File: src/rtl/idex_block_pkg.sv
// idex_block_pkg: shared opcodes, ALU codes, operand-select encodings and bubble defaults
package idex_block_pkg;
    localparam int XLEN = 32;
    localparam int NREG = 32;
    localparam logic [6:0] OP_REG    = 7'b0110011;
    localparam logic [6:0] OP_IMM    = 7'b0010011;
    localparam logic [6:0] OP_LOAD   = 7'b0000011;
    localparam logic [6:0] OP_STORE  = 7'b0100011;
    localparam logic [6:0] OP_BRANCH = 7'b1100011;
    localparam logic [6:0] OP_LUI    = 7'b0110111;
    localparam logic [6:0] OP_AUIPC  = 7'b0010111;
    localparam logic [6:0] OP_JAL    = 7'b1101111;
    localparam logic [6:0] OP_JALR   = 7'b1100111;
    typedef enum logic [3:0] {
        ALU_ADD   = 4'd0,
        ALU_SUB   = 4'd1,
        ALU_SLL   = 4'd2,
        ALU_SLT   = 4'd3,
        ALU_SLTU  = 4'd4,
        ALU_XOR   = 4'd5,
        ALU_SRL   = 4'd6,
        ALU_SRA   = 4'd7,
        ALU_OR    = 4'd8,
        ALU_AND   = 4'd9,
        ALU_PASSB = 4'd10
    } alu_op_e;
    localparam logic [1:0] SRCB_RS2   = 2'b00;
    localparam logic [1:0] SRCB_IMM   = 2'b01;
    localparam logic [1:0] SRCB_UPPER = 2'b10;
    localparam logic [1:0] SRCB_FOUR  = 2'b11;
    typedef struct packed {
        logic [XLEN-1:0] pc;
        logic [XLEN-1:0] rs1_value;
        logic [XLEN-1:0] rs2_value;
        logic [4:0]      rd;
        alu_op_e         alu;
        logic            src_a;
        logic [1:0]      src_b;
        logic            mem_to_reg;
        logic            reb;
        logic            web;
        logic            reg_write;
        logic [XLEN-1:0] ls_addr;
        logic [XLEN-1:0] ctl_addr;
        logic [XLEN-1:0] upper;
    } idex_t;
    localparam idex_t IDEX_BUBBLE = '{
        pc: '0, rs1_value: '0, rs2_value: '0, rd: '0, alu: ALU_ADD,
        src_a: 1'b0, src_b: SRCB_RS2, mem_to_reg: 1'b0, reb: 1'b1, web: 1'b1,
        reg_write: 1'b0, ls_addr: '0, ctl_addr: '0, upper: '0
    };
    // SUB only exists for register-register ops; the shift-right arithmetic bit applies to both
    function automatic alu_op_e alu_decode(input logic [2:0] f3, input logic f7b5, input logic allow_sub);
        case (f3)
            3'b000:  alu_decode = (allow_sub && f7b5) ? ALU_SUB : ALU_ADD;
            3'b001:  alu_decode = ALU_SLL;
            3'b010:  alu_decode = ALU_SLT;
            3'b011:  alu_decode = ALU_SLTU;
            3'b100:  alu_decode = ALU_XOR;
            3'b101:  alu_decode = f7b5 ? ALU_SRA : ALU_SRL;
            3'b110:  alu_decode = ALU_OR;
            default: alu_decode = ALU_AND;
        endcase
    endfunction
endpackage

File: src/rtl/idex_block_regfile.sv
// idex_block_regfile: 2-read/1-write register file with x0 tied to zero and write-through reads
module idex_block_regfile
    import idex_block_pkg::*;
#(
    parameter int XLEN_P = XLEN,
    parameter int NREG_P = NREG,
    localparam int AW = $clog2(NREG_P)
) (
    input  logic              i_clk,
    input  logic              i_rst,
    input  logic              i_we,
    input  logic [AW-1:0]     i_waddr,
    input  logic [XLEN_P-1:0] i_wdata,
    input  logic [AW-1:0]     i_raddr1,
    input  logic [AW-1:0]     i_raddr2,
    output logic [XLEN_P-1:0] o_rdata1,
    output logic [XLEN_P-1:0] o_rdata2
);
    logic [XLEN_P-1:0] r_mem [NREG_P];
    logic              w_wen;
    assign w_wen = i_we && (i_waddr != '0);
    // reset clears every entry; x0 writes are dropped so entry 0 stays zero
    always_ff @(posedge i_clk) begin
        if (i_rst) begin
            for (int i = 0; i < NREG_P; i++) r_mem[i] <= '0;
        end else if (w_wen) begin
            r_mem[i_waddr] <= i_wdata;
        end
    end
    assign o_rdata1 = (i_raddr1 == '0) ? '0 : (w_wen && i_waddr == i_raddr1) ? i_wdata : r_mem[i_raddr1];
    assign o_rdata2 = (i_raddr2 == '0) ? '0 : (w_wen && i_waddr == i_raddr2) ? i_wdata : r_mem[i_raddr2];
endmodule

File: src/rtl/idex_block.sv
// idex_block: RV32I decode stage with register file and ID/EX pipeline register
module idex_block
    import idex_block_pkg::*;
#(
    parameter int XLEN_P = XLEN,
    parameter int NREG_P = NREG
) (
    input  logic              CLK,
    input  logic              RST,
    input  logic [XLEN_P-1:0] InPC,
    input  logic [31:0]       Inst,
    input  logic              Flush,
    input  logic              WBregWrite,
    input  logic [4:0]        WBrd,
    input  logic [XLEN_P-1:0] WBData,
    output logic [XLEN_P-1:0] PC,
    output logic [XLEN_P-1:0] rs1_value,
    output logic [XLEN_P-1:0] rs2_value,
    output logic [4:0]        rd,
    output logic [3:0]        ALUControl,
    output logic              ALUSourceA,
    output logic [1:0]        ALUSourceB,
    output logic              Dmem1ALUOUT,
    output logic              DmemREB,
    output logic              DmemWEB,
    output logic              IDEXregWrite,
    output logic [XLEN_P-1:0] LoadStore32Address,
    output logic [XLEN_P-1:0] LoadStoreOrjalAddress,
    output logic [XLEN_P-1:0] auipcOrlui
);
    logic [6:0]        w_op;
    logic [2:0]        w_f3;
    logic [XLEN_P-1:0] w_rdata1, w_rdata2, w_imm_i, w_imm_s, w_imm_b, w_imm_j, w_imm_u;
    logic              w_valid;
    idex_t             w_nxt, r_q;
    assign w_op    = Inst[6:0];
    assign w_f3    = Inst[14:12];
    assign w_imm_i = {{20{Inst[31]}}, Inst[31:20]};
    assign w_imm_s = {{20{Inst[31]}}, Inst[31:25], Inst[11:7]};
    assign w_imm_b = {{19{Inst[31]}}, Inst[31], Inst[7], Inst[30:25], Inst[11:8], 1'b0};
    assign w_imm_j = {{11{Inst[31]}}, Inst[31], Inst[19:12], Inst[20], Inst[30:21], 1'b0};
    assign w_imm_u = {Inst[31:12], 12'b0};
    idex_block_regfile #(.XLEN_P(XLEN_P), .NREG_P(NREG_P)) u_regfile (
        .i_clk    (CLK),
        .i_rst    (RST),
        .i_we     (WBregWrite),
        .i_waddr  (WBrd),
        .i_wdata  (WBData),
        .i_raddr1 (Inst[19:15]),
        .i_raddr2 (Inst[24:20]),
        .o_rdata1 (w_rdata1),
        .o_rdata2 (w_rdata2)
    );
    // decode the captured instruction; flushed or unknown opcodes collapse to a bubble
    always_comb begin
        w_nxt           = IDEX_BUBBLE;
        w_valid         = 1'b1;
        w_nxt.pc        = InPC;
        w_nxt.rs1_value = w_rdata1;
        w_nxt.rs2_value = w_rdata2;
        w_nxt.rd        = Inst[11:7];
        w_nxt.upper     = w_imm_u;
        w_nxt.ls_addr   = (w_op == OP_STORE) ? w_imm_s : w_imm_i;
        w_nxt.ctl_addr  = (w_op == OP_JAL) ? w_imm_j : (w_op == OP_BRANCH) ? w_imm_b : w_nxt.ls_addr;
        case (w_op)
            OP_REG: begin
                w_nxt.alu       = alu_decode(w_f3, Inst[30], 1'b1);
                w_nxt.reg_write = 1'b1;
            end
            OP_IMM: begin
                w_nxt.alu       = alu_decode(w_f3, Inst[30], 1'b0);
                w_nxt.src_b     = SRCB_IMM;
                w_nxt.reg_write = 1'b1;
            end
            OP_LOAD: begin
                w_nxt.src_b      = SRCB_IMM;
                w_nxt.reb        = 1'b0;
                w_nxt.mem_to_reg = 1'b1;
                w_nxt.reg_write  = 1'b1;
            end
            OP_STORE: begin
                w_nxt.src_b = SRCB_IMM;
                w_nxt.web   = 1'b0;
            end
            OP_BRANCH: w_nxt.alu = ALU_SUB;
            OP_LUI: begin
                w_nxt.alu       = ALU_PASSB;
                w_nxt.src_b     = SRCB_UPPER;
                w_nxt.reg_write = 1'b1;
            end
            OP_AUIPC: begin
                w_nxt.src_a     = 1'b1;
                w_nxt.src_b     = SRCB_UPPER;
                w_nxt.reg_write = 1'b1;
            end
            OP_JAL, OP_JALR: begin
                w_nxt.src_a     = 1'b1;
                w_nxt.src_b     = SRCB_FOUR;
                w_nxt.reg_write = 1'b1;
            end
            default: w_valid = 1'b0;
        endcase
        if (!w_nxt.reg_write) w_nxt.rd = '0;
        if (Flush || !w_valid) w_nxt = IDEX_BUBBLE;
    end
    // ID/EX pipeline register; reset takes priority over everything
    always_ff @(posedge CLK) begin
        if (RST) r_q <= IDEX_BUBBLE;
        else     r_q <= w_nxt;
    end
    assign PC                    = r_q.pc;
    assign rs1_value             = r_q.rs1_value;
    assign rs2_value             = r_q.rs2_value;
    assign rd                    = r_q.rd;
    assign ALUControl            = r_q.alu;
    assign ALUSourceA            = r_q.src_a;
    assign ALUSourceB            = r_q.src_b;
    assign Dmem1ALUOUT           = r_q.mem_to_reg;
    assign DmemREB               = r_q.reb;
    assign DmemWEB               = r_q.web;
    assign IDEXregWrite          = r_q.reg_write;
    assign LoadStore32Address    = r_q.ls_addr;
    assign LoadStoreOrjalAddress = r_q.ctl_addr;
    assign auipcOrlui            = r_q.upper;
endmodule

File: config.mk
export PLATFORM = sky130hd
export DESIGN_NAME = idex_block
export DESIGN_NICKNAME = d
export VERILOG_FILES = /design/src/rtl/idex_block_pkg.sv /design/src/rtl/idex_block_regfile.sv /design/src/rtl/idex_block.sv
export SDC_FILE = /design/constraint.sdc
export NUM_CORES = 2
export LEC_CHECK = 0
export ABC_CLOCK_PERIOD_IN_PS = 5700
export BUFFER_PORTS_ARGS = -buffer_cell sky130_fd_sc_hd__buf_4
export CAP_MARGIN = 20
export CORE_AREA = 3 3 310 312
export CTS_CLUSTER_DIAMETER = 50
export DETAILED_ROUTE_END_ITERATION = 10
export DIE_AREA = 0 0 313 315
export PLACE_DENSITY_LB_ADDON = 0.3
export SLEW_MARGIN = 10
export SYNTH_ARGS = -nofsm -noshare
export SYNTH_HDL_FRONTEND = slang
export SYNTH_HIERARCHICAL = 1
export SYNTH_SLANG_ARGS = --single-unit
File: constraint.sdc
create_clock -name CLK -period 5.7 [get_ports CLK]
set_input_delay 1.14 -clock CLK [delete_from_list [all_inputs] [get_ports CLK]]
set_output_delay 1.14 -clock CLK [all_outputs]
set_load 0.01 [all_outputs]
# Word level (Yosys, flattened, before mapping)
# Memory sizes are Yosys's and may differ from the RTL's. A register that Yosys moved wholly into a read port is not among the register bits.
# Index checks and enable logic that the tools add are counted.
[totals]
ff_bits = 113
mem_bits_rw = 1024
in_bits = 105
out_inout_bits = 208
elab_cells = 72
n_memories = 1
[classes]
eq_ne = 15
mux = 22
bitwise = 1
reduce_logical = 19
[mem_list]
columns = ["memory", "words", "word_bits", "read_ports", "rd_ports_with_merged_regs", "wr", "line", "rtl"]
rows = [
  ["u_regfile.r_mem", 32, 32, 2, 2, 32, "idex_block_regfile.sv:19", "logic [XLEN_P-1:0] r_mem [NREG_P];"],
]
[ops]
columns = ["op", "count"]
rows = [
  ["4-bit case mux with 7 select lines", 2],
  ["32-bit 2-to-1 mux", 1],
  ["32-bit OR reduction", 1],
  ["7-bit by 6-bit == test with 1-bit output, second input constant", 3],
  ["7-bit == test, second input constant", 3],
  ["20-bit 2-to-1 mux", 1],
  ["4-bit case mux with 4 select lines", 1],
  ["3-bit OR reduction", 5],
  ["7-bit by 5-bit == test with 1-bit output, second input constant", 2],
  ["1-bit 2-to-1 mux", 12],
  ["12-bit 2-to-1 mux", 1],
  ["5-bit zero test", 2],
  ["5-bit 2-to-1 mux", 2],
  ["3-bit == test, second input constant", 3],
  ["9-bit OR reduction", 1],
  ["7-bit by 2-bit == test with 1-bit output, second input constant", 1],
  ["7-bit OR reduction", 1],
  ["3-bit by 2-bit == test with 1-bit output, second input constant", 2],
  ["2-bit case mux with 3 select lines", 1],
  ["2-bit OR reduction", 3],
  ["5-bit nonzero test", 1],
  ["4-bit OR reduction", 1],
  ["3-bit by 1-bit == test with 1-bit output, second input constant", 1],
  ["3-bit zero test", 1],
  ["5 further kinds", 5],
]

# Depth between registers and ports, before layout
[logic_depth]
ltp_word = 7
depth_mapped = 11
ltp_nobuf = 6

# Modules after synthesis
# The synthesis kept the hierarchy.
[modules_own_cells]
columns = ["mod", "instances", "cells_per_inst", "area_each_um2", "seq_area_each_um2"]
rows = [
  ["idex_block_regfile", 1, 3918, 55723.4, 30749.5],
  ["idex_block", 1, 445, 5016.1, 3022.9],
]

# Worst setup path after synthesis
# No wires, ideal clock.
[synth_timing]
path_kind = "in2reg"
start = "in WBrd[2]"
end = "mem u_regfile/r_mem[4][0] (netlist name), enable pin"
setup_time_ps = 330
arrival_ps = 2761
required_ps = 5370
setup_slack_ps = 2609
path_stages = 7
n_path_buf = 3
path_cell_list = "buf_2 -> or3_1 -> buf_4 -> nand3b_1 -> buf_2 -> nor2_1 -> or2_2"
[synth_rtl]
columns = ["item", "line", "rtl"]
rows = [
  ["from (decl)", "idex_block.sv:14", "input logic [4:0] WBrd,"],
  ["to (decl)", "idex_block_regfile.sv:19", ""],
]

==> results_dict.tcl <==
set metrics [dict create \
    outcome "completed" \
    hold_buffers 0 \
    grt_max_degree 77 \
    antenna_found_initial 18 \
    yosysSeqAreaShare_pct 55.6 \
    utilization_pct 73.2 \
    multi_input_area_um2 24800 \
    hpwl_um 122000 \
    placedCellCount 5602 \
    synth_edf_count 1024 \
    critical_path_required_ns 6.12 \
    port_buffers 300 \
    synthFlopType "edfxtp_1" \
    final-seq-area_um2 33800 \
    cts_resized 0 \
    stdcell_area_um2 68300 \
    worstSetupPathType "in2reg" \
    fin_cells 5865 \
    grt_pass1_vias 42300 \
    clock.fmax_mhz 265 \
    p_leak_nw 25.2 \
    first_pass_iters 10 \
    die_w_um 313 \
    pin_count 313 \
    fill_cells 5850 \
    worstMarginPinSlew_ns 1.19 \
    initial_core_util_pct 65.1 \
    cts.path.max_buffers 3 \
    fin_crit_sh_pct 66.1 \
    hold_viol 0 \
    clkTransAtPathRegs_ns 0.06 \
    grt_overflow 0 \
    netlist.area_leader.share_pct 50.6 \
    ant_nets 0 \
    yosysWarnings 6 \
    routed_wl_um 203000 \
    synthCells 4363 \
    synth_area_leader_cell "edfxtp_1" \
    relSlewSlack_pct 20.9 \
    cp-end-kind "register" \
    max_cap_viol_count 0 \
    drt_iter0_markers 7278 \
    drc 0 \
    ys_seq_elements 1175 \
    worst-path-max-fanout 16 \
    ir_drop_uv 353 \
    rsz0062_at_grt "false" \
    async_flop_share_pct 0 \
    yosys-top-cells-area "edfxtp_1 51%, mux4_2 13%, and2_1 11%" \
    root_buffer "clkbuf_16" \
    syn_area_per_cell_um2 13.9 \
    setup_viol 0 \
    final_nets 4598 \
    fin_skew_ns 0.0423 \
    cts_buffers 136 \
    grt_pass1_wl_um 289000 \
    hold_class "in2reg" \
    post_dp_cell_area_um2 63700 \
    wl_per_cell_um 34.7 \
    gp_congestion 0.922 \
    start_kind "primary input" \
    finalMaxSlewViolations 0 \
    hold_ws_ns 0.581 \
    synth_cell_types 80 \
    cts.sinks 1175 \
    cts_tree "yes" \
    vias 42600 \
    viasPerCell 7.26 \
    die_h_um 315 \
    synthToLayoutAreaGrowth_pct 12.5 \
    powerDensity_nw_per_um2 307 \
    h-tree-depth 4 \
    critPathArrivalTime_ns 4.19 \
    drive_gt1_share_pct 25.7 \
    min_period_ns 3.77 \
    clk_latency_ns 0.77 \
    netlist_area_um2 60700 \
    cts_setup_buffers 0 \
    tns_ns 0 \
    core_area_um2 93300 \
    rows 112 \
    gr-usage-all-layers_pct 41.1 \
    die-area_um2 98600 \
]
## flip-flops by register name (all words and copies together) (netlist names), 2 cells and up
signal / cells
u_regfile/r_mem: 1024
PC: 32
rs1_value: 32
rs2_value: 32
LoadStoreOrjalAddress: 14
auipcOrlui: 13
LoadStore32Address: 12
rd: 5
ALUControl: 4
ALUSourceB: 2
## cells in the mapped netlist, drive strengths merged, types with 3 or more instances
cell type  instances
a41oi              5
a21oi            102
nand2b            10
dfxtp            151
a221o             12
o211ai             5
nor3b              6
and2            1084
xnor2              9
or2               37
a31oi              5
o21bai             5
edfxtp          1024
a221oi            36
mux2i            340
a211oi            49
a32o              32
o221a              5
nor2b              8
and3b              3
nor2              70
nand4              9
o221ai            33
mux4             367
nor3              44
a211o              7
a22o               8
mux2              35
a22oi             66
inv                8
buf              193
o22ai             37
a2111oi            8
clkbuf           303
nand3b             7
and3              17
o21ai             29
nand2            146
nand3             13
or3b               5
o21a               4
## worst paths after layout
kind	endpoint	slack, ns	start	cells past startpoint
max	u_regfile/r_mem[4][17]	1.93	WBrd[3]	6
min	PC[2]	0.58	InPC[2]	2
max reg2reg	rs1_value[16]	3.43	u_regfile/r_mem[27][16]	5
min reg2reg	rs1_value[22]	0.96	u_regfile/r_mem[0][22]	5
## area by class of cell
class | count | share of cell area [%]
flip-flops and latches | 1175 | 49.4
diodes | 4 | 0.0147
clock inverters | 64 | 0.855
repair buffers | 446 | 5.33
well taps | 1254 | 2.30
multi-input cells | 2726 | 36.4
clock buffers | 188 | 5.66
inverters | 8 | 0.0440
## report_power, final
| group | switching, W | internal, W | leakage [nW] | total (W) |
|---|---|---|---|---|
| clock | 0.00358 | 0.00510 | 2.14 | 0.00867 |
| sequential | 0.000248 | 0.00977 | 11.0 | 0.0100 |
| combinational | 0.00136 | 0.000922 | 12.1 | 0.00228 |
## layout by cell type, fill, tap and decap left out, types with 36 or more instances in the layout
master	Yosys	routed
a211oi_1	49	49
a21oi_1	101	101
a22oi_1	66	66
and2_1	1043	1043
and2_4	40	40
buf_4	78	419
clkbuf_16	0	145
conb_1	2	44
dfxtp_1	151	151
edfxtp_1	1024	1024
mux2i_1	340	340
mux4_2	356	356
nand2_1	146	146
nor2_1	70	36
nor3_1	44	44
o22ai_1	37	37
or2_2	36	36
## metal layers
layer / part of all wire [%] / vias to the layer above / global-route usage (%)
li1: - / 16600 / -
met1: 32 / 20800 / 50.4
met2: 45 / 4164 / 62.4
met3: 16 / 1044 / 14.2
met4: 7.9 / 16 / 27.1
met5: 0.073 / - / 0
## through the flow
step                total power, W  setup WS (ns)
floorplan                   0.0115           2.61
global placement            0.0123           1.40
detailed placement          0.0123           1.32
CTS                         0.0209           2.10
global route                0.0214           1.85
finish                      0.0210           1.93
## kinds of logic after synthesis
kind of cell | count (synthesis) | share of synthesized area (%)
DFF | 1175 | 55.6
buffers and inverters | 504 | 4.23
and+or+nand+nor | 1470 | 14.4
xor gates and xnor gates | 11 | 0.159
other | 2 | 0.0124
muxes | 742 | 19.9
AOI/OAI and AO/OA | 459 | 5.63
## worst max-delay path, cell delays in order
cell	delay (ns)
buf_4	0.21
or3_1	0.49
nand3b_1	0.90
nor2_4	0.34
or2_2	0.70
buf_4	0.39
No activity file was read; power rests on OpenSTA's default activity.
